**src/rtl/truth_table_sweep_pkg.sv**
```systemverilog
// Shared types and sizing for the truth-table sweeper: FSM state encoding,
// vector count and counter widths.
package truth_pkg;

    typedef enum logic [1:0] {
        ST_IDLE  = 2'd0,
        ST_DRIVE = 2'd1,
        ST_DONE  = 2'd2
    } state_e;

    localparam int NUM_VECTORS = 8;
    localparam int IDX_W       = 3;
    localparam int CNT_W       = 8;

    localparam logic [IDX_W-1:0] LAST_IDX = IDX_W'(NUM_VECTORS - 1);

endpackage

```
**src/rtl/truth_table_sweep_if.sv**
```systemverilog
// Stimulus/response bundle between the sweeper and the 3-input gate network
// under test, plus the sweep control and result signals.
interface truth_table_sweep_if;
    import truth_pkg::*;

    logic                   start;
    logic                   x;
    logic                   y;
    logic                   z;
    logic                   f;
    logic [NUM_VECTORS-1:0] exp_tbl;
    logic                   busy;
    logic                   done;
    logic [NUM_VECTORS-1:0] tbl;
    logic                   match;

    modport master (
        input  start, f, exp_tbl,
        output x, y, z, busy, done, tbl, match
    );

    modport slave (
        output start, f, exp_tbl,
        input  x, y, z, busy, done, tbl, match
    );

endinterface

```
**src/rtl/truth_table_sweep_settle_counter.sv**
```systemverilog
// Per-vector hold-time counter: counts the cycles a vector has been driven and
// flags the SETTLE-th cycle, at whose closing edge the response is sampled.
module settle_counter
    import truth_pkg::*;
#(
    parameter int SETTLE = 3  // legal range 1..255
) (
    input  logic clk,
    input  logic rst,
    input  logic load_i,
    input  logic en_i,
    output logic tc_o
);

    localparam logic [CNT_W-1:0] LAST_CNT = CNT_W'(SETTLE - 1);

    logic [CNT_W-1:0] cnt_q;
    logic [CNT_W-1:0] cnt_d;

    // cnt_q is zero-based, so the SETTLE-th cycle of a vector is cnt_q == SETTLE-1
    assign tc_o = en_i && (cnt_q == LAST_CNT);

    always_comb begin
        cnt_d = cnt_q;
        if (load_i) begin
            cnt_d = '0;
        end else if (en_i) begin
            cnt_d = tc_o ? '0 : cnt_q + 1'b1;
        end
    end

    always_ff @(posedge clk) begin
        if (rst) begin
            cnt_q <= '0;
        end else begin
            cnt_q <= cnt_d;
        end
    end

endmodule

```
**src/rtl/truth_table_sweep.sv**
```systemverilog
// Drives all eight {x,y,z} vectors into an external 3-input gate network,
// captures its response into a truth table and compares it with the expected one.
module truth_table_sweep
    import truth_pkg::*;
#(
    parameter int SETTLE = 3  // legal range 1..255
) (
    input  logic                  clk,
    input  logic                  rst,
    truth_table_sweep_if.master   bus
);

    state_e                 state_q;
    logic [IDX_W-1:0]       idx_q;
    logic [IDX_W-1:0]       vec_q;
    logic                   busy_q;
    logic                   done_q;
    logic                   match_q;
    logic [NUM_VECTORS-1:0] tbl_q;
    logic [NUM_VECTORS-1:0] tbl_d;

    logic                   cnt_load;
    logic                   cnt_en;
    logic                   cnt_tc;

    assign cnt_load = (state_q == ST_IDLE) && bus.start;
    assign cnt_en   = (state_q == ST_DRIVE);

    settle_counter #(
        .SETTLE (SETTLE)
    ) u_settle (
        .clk    (clk),
        .rst    (rst),
        .load_i (cnt_load),
        .en_i   (cnt_en),
        .tc_o   (cnt_tc)
    );

    always_comb begin
        tbl_d        = tbl_q;
        tbl_d[idx_q] = bus.f;
    end

    // The vector is its own register rather than derived from idx_q, so the
    // gate network inputs never glitch while idx_q or the state change.
    always_ff @(posedge clk) begin
        if (rst) begin
            state_q <= ST_IDLE;
            idx_q   <= '0;
            vec_q   <= '0;
            busy_q  <= 1'b0;
            done_q  <= 1'b0;
            match_q <= 1'b0;
            tbl_q   <= '0;
        end else begin
            case (state_q)
                ST_IDLE: begin
                    done_q <= 1'b0;
                    vec_q  <= '0;
                    if (bus.start) begin
                        state_q <= ST_DRIVE;
                        idx_q   <= '0;
                        busy_q  <= 1'b1;
                        tbl_q   <= '0;
                        match_q <= 1'b0;
                    end
                end
                ST_DRIVE: begin
                    if (cnt_tc) begin
                        tbl_q <= tbl_d;
                        if (idx_q == LAST_IDX) begin
                            state_q <= ST_DONE;
                            idx_q   <= '0;
                            vec_q   <= '0;
                            busy_q  <= 1'b0;
                            done_q  <= 1'b1;
                            // exp_tbl is only looked at on this edge
                            match_q <= (tbl_d == bus.exp_tbl);
                        end else begin
                            idx_q <= idx_q + 1'b1;
                            vec_q <= idx_q + 1'b1;
                        end
                    end
                end
                ST_DONE: begin
                    state_q <= ST_IDLE;
                    done_q  <= 1'b0;
                end
                default: begin
                    state_q <= ST_IDLE;
                    idx_q   <= '0;
                    vec_q   <= '0;
                    busy_q  <= 1'b0;
                    done_q  <= 1'b0;
                end
            endcase
        end
    end

    assign bus.x     = vec_q[2];
    assign bus.y     = vec_q[1];
    assign bus.z     = vec_q[0];
    assign bus.busy  = busy_q;
    assign bus.done  = done_q;
    assign bus.tbl   = tbl_q;
    assign bus.match = match_q;

endmodule

```
**src/flat_wrapper.sv**
```systemverilog
// flat-port wrapper written by rule: the top's interface ports become plain ports
module truth_table_sweep_flat import truth_pkg::*;
#(
    parameter int SETTLE = 3                       
)
  (clk, rst, bus_start, bus_f, bus_exp_tbl, bus_x, bus_y, bus_z, bus_busy, bus_done, bus_tbl, bus_match);
  truth_table_sweep_if bus_i ();
  input  logic clk;
  input  logic rst;
  input wire logic [$bits(bus_i.start)-1:0] bus_start;
  input wire logic [$bits(bus_i.f)-1:0] bus_f;
  input wire logic [$bits(bus_i.exp_tbl)-1:0] bus_exp_tbl;
  output wire logic [$bits(bus_i.x)-1:0] bus_x;
  output wire logic [$bits(bus_i.y)-1:0] bus_y;
  output wire logic [$bits(bus_i.z)-1:0] bus_z;
  output wire logic [$bits(bus_i.busy)-1:0] bus_busy;
  output wire logic [$bits(bus_i.done)-1:0] bus_done;
  output wire logic [$bits(bus_i.tbl)-1:0] bus_tbl;
  output wire logic [$bits(bus_i.match)-1:0] bus_match;
  assign bus_i.start = bus_start;
  assign bus_i.f = bus_f;
  assign bus_i.exp_tbl = bus_exp_tbl;
  assign bus_x = bus_i.x;
  assign bus_y = bus_i.y;
  assign bus_z = bus_i.z;
  assign bus_busy = bus_i.busy;
  assign bus_done = bus_i.done;
  assign bus_tbl = bus_i.tbl;
  assign bus_match = bus_i.match;
  truth_table_sweep #(.SETTLE(SETTLE)) u_core (.clk(clk), .rst(rst), .bus(bus_i));
endmodule
```
**config.mk**
```make
export PLATFORM = sky130hd
export DESIGN_NAME = truth_table_sweep_flat
export DESIGN_NICKNAME = d
export VERILOG_FILES = /design/src/rtl/truth_table_sweep_pkg.sv /design/src/rtl/truth_table_sweep_if.sv /design/src/rtl/truth_table_sweep_settle_counter.sv /design/src/rtl/truth_table_sweep.sv /design/src/flat_wrapper.sv
export SDC_FILE = /design/constraint.sdc
export NUM_CORES = 1
export LEC_CHECK = 0
export CORE_ASPECT_RATIO = 0.6
export CORE_MARGIN = 3
export CORE_UTILIZATION = 25
export DETAILED_ROUTE_END_ITERATION = 7
export GPL_ROUTABILITY_DRIVEN = 0
export PLACE_DENSITY = 0.43
export SYNTH_ARGS = -nofsm -noshare
export SYNTH_HDL_FRONTEND = slang
export SYNTH_HIERARCHICAL = 1
export SYNTH_SLANG_ARGS = --single-unit
```
**constraint.sdc**
```tcl
create_clock -name clk -period 7.5 [get_ports clk]
set_input_delay 1.125 -clock clk [delete_from_list [all_inputs] [get_ports clk]]
set_output_delay 1.125 -clock clk [all_outputs]
set_load 0.1 [all_outputs]
```
### Yosys cells after proc, flatten, opt, wreduce, memory -nomap -nowiden

Index checks and enable logic that the tools add are counted.
W data, S select, Z words.

* multiplexer cells: 24
* add/sub/neg operators: 2
* bitwise logic cells: 2
* equal/unequal tests: 8
* $lt $le $gt $ge: 2
* reduce and logical (&&, ||, !) cells: 14

Operators by type and width (count)
* $mux W8: 3
* $pmux W8 S2: 1
* $mux W3: 3
* $pmux W3 S3: 1
* $reduce_and A3 Y1: 3
* $add A8 B1 Y8 const B: 1
* $bwmux W8: 1
* $eq A8 B2 Y1 const B: 1
* $eq A8 B8 Y1: 1
* $reduce_and A4 Y1: 2
* $mux W1: 7
* $mux W2: 3
* $pmux W3 S2: 1
* $lt A3 B4 Y1 const B: 1
* $ne A2 B1 Y1 const B: 2
* $pmux W2 S2: 1
* $reduce_and A2 Y1: 2
* $reduce_or A2 Y1: 2
* $add A3 B1 Y3 const B: 1
* $demux W1 S3: 1
* $eq A3 B3 Y1 const B: 1
* $ge A3 B1 Y1 const B: 1
* $logic_and A1 B1 Y1: 3
* $pmux W1 S3: 1
* 7 further kinds: 8

* bits of input ports: 12
* bits in registers: 27
* logic and storage cells: 60
* output and inout bits: 14

### Logic depth before layout (Yosys ltp)

* depth after elaboration: 9
* mapped depth: 11
* depth with buffers taken out: 9

### Modules after synthesis

The synthesis kept the hierarchy.

By module, submodules not included
* truth_table_sweep: area each 1132.3 sq um, times used 1, seq. area each 380.4 sq um, cells each 139
* settle_counter: area each 426.7 sq um, times used 1, seq. area each 160.2 sq um, cells each 46

### Least setup slack after synthesis

OpenSTA, ideal clock, no wires.

* kind: reg2reg
* from: reg u_core.state_q[1]
* to: reg u_core.match_q (netlist: u_core/bus.match)
* library setup time: 87 ps
* path buffers: 2
* arrival time: 2417 ps
* period minus slack after synthesis: 2504 ps
* data required time: 7413 ps
* slack: 4996 ps
* cell stages (with the launch flop): 12
* cell sequence: dfxtp_1 -> nand2b_1 -> inv_1 -> buf_4 -> or4b_4 -> nor2_1 -> clkbuf_1 -> nand2_1 -> nor3_2 -> o311ai_1 -> or3_1 -> o31ai_1

* cells in the longest elaborated chain, start to end: 4
* elaborated cells between the ends (all ways): 9
* those cells by class: eq/ne: 4; mux: 1; reduce/logical: 4

RTL lines
* from (decl): RTL line truth_table_sweep.sv:13 `state_e state_q;`
* from (signal assigned): RTL line truth_table_sweep.sv:48 `state_q <= ST_IDLE;`
* from (signal assigned): RTL line truth_table_sweep.sv:61 `state_q <= ST_DRIVE;`
* from (signal assigned): RTL line truth_table_sweep.sv:72 `state_q <= ST_DONE;`
* $eq A2 B1 Y1: RTL line truth_table_sweep.sv:27 `assign cnt_en = (state_q == ST_DRIVE);`
* via u_core.cnt_en: RTL line truth_table_sweep.sv:23 `logic cnt_en;`
* $logic_and A1 B1 Y1: RTL line truth_table_sweep_settle_counter.sv:21 `assign tc_o = en_i && (cnt_q == LAST_CNT);`
* via u_core.cnt_tc: RTL line truth_table_sweep.sv:24 `logic cnt_tc;`
* $ne A2 B1 Y1 (no source line)
* $reduce_and A4 Y1 (no source line)
* to (signal assigned): RTL line truth_table_sweep.sv:78 `match_q <= (tbl_d == bus.exp_tbl);`
* to (decl): RTL line truth_table_sweep.sv:18 `logic match_q;`

The timed path passes the listed nets, and every way through them passes these cells.
A chain may end at the register's enable or synchronous reset.

### Final worst setup path

* from: reg u_core.state_q[0]
* to: reg u_core.tbl_q[7] (netlist: u_core/bus.tbl[7])

* cells in the longest elaborated chain, start to end: 4
* elaborated cells between the ends (all ways): 8
* those cells by class: eq/ne: 3; mux: 1; reduce/logical: 4

RTL lines
* $eq A2 B1 Y1: RTL line truth_table_sweep.sv:27
* via u_core.cnt_en: RTL line truth_table_sweep.sv:23
* $logic_and A1 B1 Y1: RTL line truth_table_sweep_settle_counter.sv:21
* via u_core.cnt_tc: RTL line truth_table_sweep.sv:24
* $ne A2 B1 Y1 (no source line)
* $reduce_and A3 Y1 (no source line)
* to (signal assigned): RTL line truth_table_sweep.sv:70 `tbl_q <= tbl_d;`
* to (decl): RTL line truth_table_sweep.sv:19 `logic [NUM_VECTORS-1:0] tbl_q;`

The timed path passes the listed nets, and every way through them passes these cells.

==> flow_summary.json <==
{
  "synth_mux_area_share_pct": 3.93,
  "path_common_cell": "nor2_1",
  "worstHoldPathCells": 2,
  "yosysSeqAreaShare_pct": 34.7,
  "rsz0062_at_grt": "false",
  "r2r_cells": 8,
  "hold_viol_final": 0,
  "cp_cell_sequence": "nand2b_1 > inv_1 > or4b_4 > nor2_1 > nand2_1 > nor2_1 > a22oi_1 > nor2_1",
  "critPathSlowestCell": "or4b_4",
  "io_pins": 26,
  "critical_path_class": "reg2reg",
  "syn_area_per_cell_um2": 8.43,
  "fin_hold_ws_ps": 458,
  "core_area_um2": 5810,
  "area_growth_pct": 22.2,
  "multi_input_area_um2": 942,
  "nNetsFinal": 223,
  "antenna_found_initial": 0,
  "stdcell_count": 286,
  "rows": 21,
  "wl_per_cell_um": 14.5,
  "crit_family": "simple AND/OR/NAND/NOR gates",
  "drt_wl_total_mm": 4.14,
  "clock.fmax_mhz": 325,
  "grt_start_max_net_pins": 21,
  "n_antenna_cell": 0,
  "drv_slew": 0,
  "yosysTopAreaCellShare_pct": 34.7,
  "status": "finished clean",
  "routed_via_density": 4.93,
  "yosys.area_share.adder_pct": 3.21,
  "htreeDepth": 1,
  "grt_pass1_vias": 1334,
  "via_count": 1411,
  "cap_viol_max_count": 0,
  "drtPass1Iterations": 4,
  "cts_root_buffer": "clkbuf_8",
  "cts_buffers": 3,
  "synth_fp_nets": 201,
  "min_from": "u_core/vec_q[2]",
  "synth_xor_area_share_pct": 3.37,
  "critical-path-max-stage-delay_ps": 540,
  "crit_buf_inv": 1,
  "gr-usage-all-layers_pct": 12.6,
  "synth_cell_types": 51,
  "cp_max_fo": 12,
  "worstHoldPathType": "reg2reg",
  "ant_nets": 0,
  "clkTransAtPathRegs_ps": 90,
  "grt_pass1_wl_mm": 7.07,
  "clock_latency_ps": 270,
  "port_buffers": 25,
  "worstReg2RegEnd": "u_core/bus.tbl[7]",
  "fillers": 638,
  "min_period_ps": 3080,
  "cp.arrival_ps": 3280,
  "yosys.area_share.simple_pct": 28.1,
  "required_ps": 7710,
  "synth_top_family_by_area": "simple AND/OR/NAND/NOR gates",
  "area.sequential_um2": 541,
  "relSlewSlack_pct": 34.0,
  "cts_buffer_depth": 2,
  "grt_overflow": 0,
  "reg2reg_slack_ps": 4420,
  "fp.dieArea_um2": 7250,
  "cts.sinks": 27,
  "synth_compound_area_share_pct": 21.8,
  "synth.cell_area_um2": 1560,
  "drt_iter0_markers": 85,
  "cts_resized": 0,
  "die-height_um": 67.2,
  "postCtsSetupBuffers": 0,
  "power.density_nw_per_um2": 144,
  "worst_pin_slew_ps": 987,
  "skew_ps": 6.11,
  "period_share_pct": 41.0,
  "setup_viol": 0,
  "die_x_um": 108,
  "drive_gt1_share_pct": 9.22,
  "cts_tree": "yes",
  "drc": 0,
  "synth_largest_area_cell": "dfxtp_1",
  "place_inst": 282,
  "r2r-start": "u_core/state_q[0]",
  "hpwl_mm": 3.17,
  "synth_area_leaders": "dfxtp_1 35%, a22oi_1 4.8%, nor2_1 4.8%, o21ai_0 4.8%, a21oi_1 4.5%",
  "holdPathEnd": "u_core/vec_q[2]",
  "start_kind": "flip-flop",
  "syn_inst": 185,
  "ys_seq_elements": 27,
  "tns_ps": 0,
  "yosysWarnings": 6,
  "vdd_drop_max_v": 0.0000623,
  "leakage_nw": 0.638,
  "start_util_pct": 26.8,
  "fin_total_pwr_uw": 274,
  "endpoint_kind": "flip-flop",
  "postCtsHoldBufs": 0
}
## worst min-delay path, cell delays in order (launching register included)
cell and delay, ps:
dfxtp_1 320, nand2_1 50, a21oi_1 50
## metal layers
metal / routed length, um / vias to the layer above / global-route usage, %
li1: - / 720 / -
met1: 2390 / 639 / 19.8
met2: 1400 / 48 / 16.0
met3: 330 / 4 / 4.87
met4: 18 / 0 / 1.89
met5: 0 / - / 0
## flip-flops by register name, indices dropped and copies added, names as in the netlist
name                   count
u_core/bus.busy            1
u_core/bus.done            1
u_core/bus.match           1
u_core/bus.tbl             8
u_core/idx_q               3
u_core/state_q             2
u_core/u_settle/cnt_q      8
u_core/vec_q               3
## final cells by class
cell class                 count  area share (%)
clock buffer                   4            2.37
inverter                       7            1.38
multi-input combinational    143            49.5
sequential                    27            28.4
tap                           80            5.26
timing repair buffer          25            13.1
## cell families after synthesis
kind of cell | count (synthesis)
AO/OA/AOI/OAI | 54
flip-flops | 27
AND/OR/NAND/NOR | 73
adder cells (fa/ha/maj) | 4
XOR/XNOR | 6
buffers and inverters | 15
multiplexers | 6
## Yosys cell counts (all sizes together)
cell and number:
mux2i 5, o311ai 1, inv 7, nand3b 3, or4 1, o21ai 16
or3 4, nor2 20, or4b 3, nor3 4, o22ai 1, mux2 1
nor3b 4, nand4 3, o31ai 2, a21oi 15, o2111ai 2, nor4 1
or2 1, clkbuf 2, o41ai 1, nand3 3, a31oi 2, and3 1
and2 1, o21bai 1, buf 6, nand2 13, nor2b 3, o211ai 1
dfxtp 27, xnor2 3, a221oi 1, a22oi 10, o32a 1, xor2 3
nand2b 5, nand4b 2, and3b 1, ha 4
## layout by cell type (no fill, tap or decap), drive strengths merged, types with 3 or more instances in the layout
cell | netlist | final
nand2 | 13 | 13
clkbuf | 2 | 4
ha | 4 | 4
o21ai | 16 | 16
dfxtp | 27 | 27
mux2i | 5 | 5
nand4 | 3 | 3
nor3b | 4 | 4
xor2 | 3 | 3
nand2b | 5 | 5
nor2b | 3 | 3
clkdlybuf4s50 | 0 | 25
or3 | 4 | 4
a21oi | 15 | 15
xnor2 | 3 | 3
or4b | 3 | 3
nor2 | 20 | 20
inv | 7 | 7
nand3 | 3 | 3
nor3 | 4 | 4
a22oi | 10 | 10
nand3b | 3 | 3
## report_power, final
part	internal [mW]	leakage, nW	switching (mW)
sequential	0.145	0.218	0.00359
clock	0.0381	0.0228	0.0455
combinational	0.0164	0.397	0.0251
## worst max-delay path by stage
| stage | from | endpoint | slack [ps] | cells past startpoint |
|---|---|---|---|---|
| 4_1_cts | u_core/state_q[0] | u_core/bus.tbl[7] | 4490 | 8 |
| 3_3_place_gp | rst | u_core/bus.match | 4340 | 5 |
| 6_report | u_core/state_q[0] | u_core/bus.tbl[7] | 4420 | 8 |
| 3_5_place_dp | rst | u_core/bus.match | 4400 | 5 |
| 2_1_floorplan | u_core/state_q[1] | u_core/bus.match | 5000 | 11 |
| 5_1_grt | u_core/state_q[0] | u_core/bus.tbl[7] | 4030 | 8 |
## stage by stage
| stage | cell area (um2) | util, % | setup WS, ps |
|---|---|---|---|
| after floorplan | 1560 | - | 5000 |
| after global placement | 1860 | 32.0 | 4340 |
| after detailed placement | 1860 | 32.0 | 4400 |
| after CTS | 1900 | 32.8 | 4490 |
| after global routing | 1900 | 32.8 | 4030 |
| final | 1900 | 32.8 | 4420 |
Note: power is estimated with default switching activity, not from simulation.
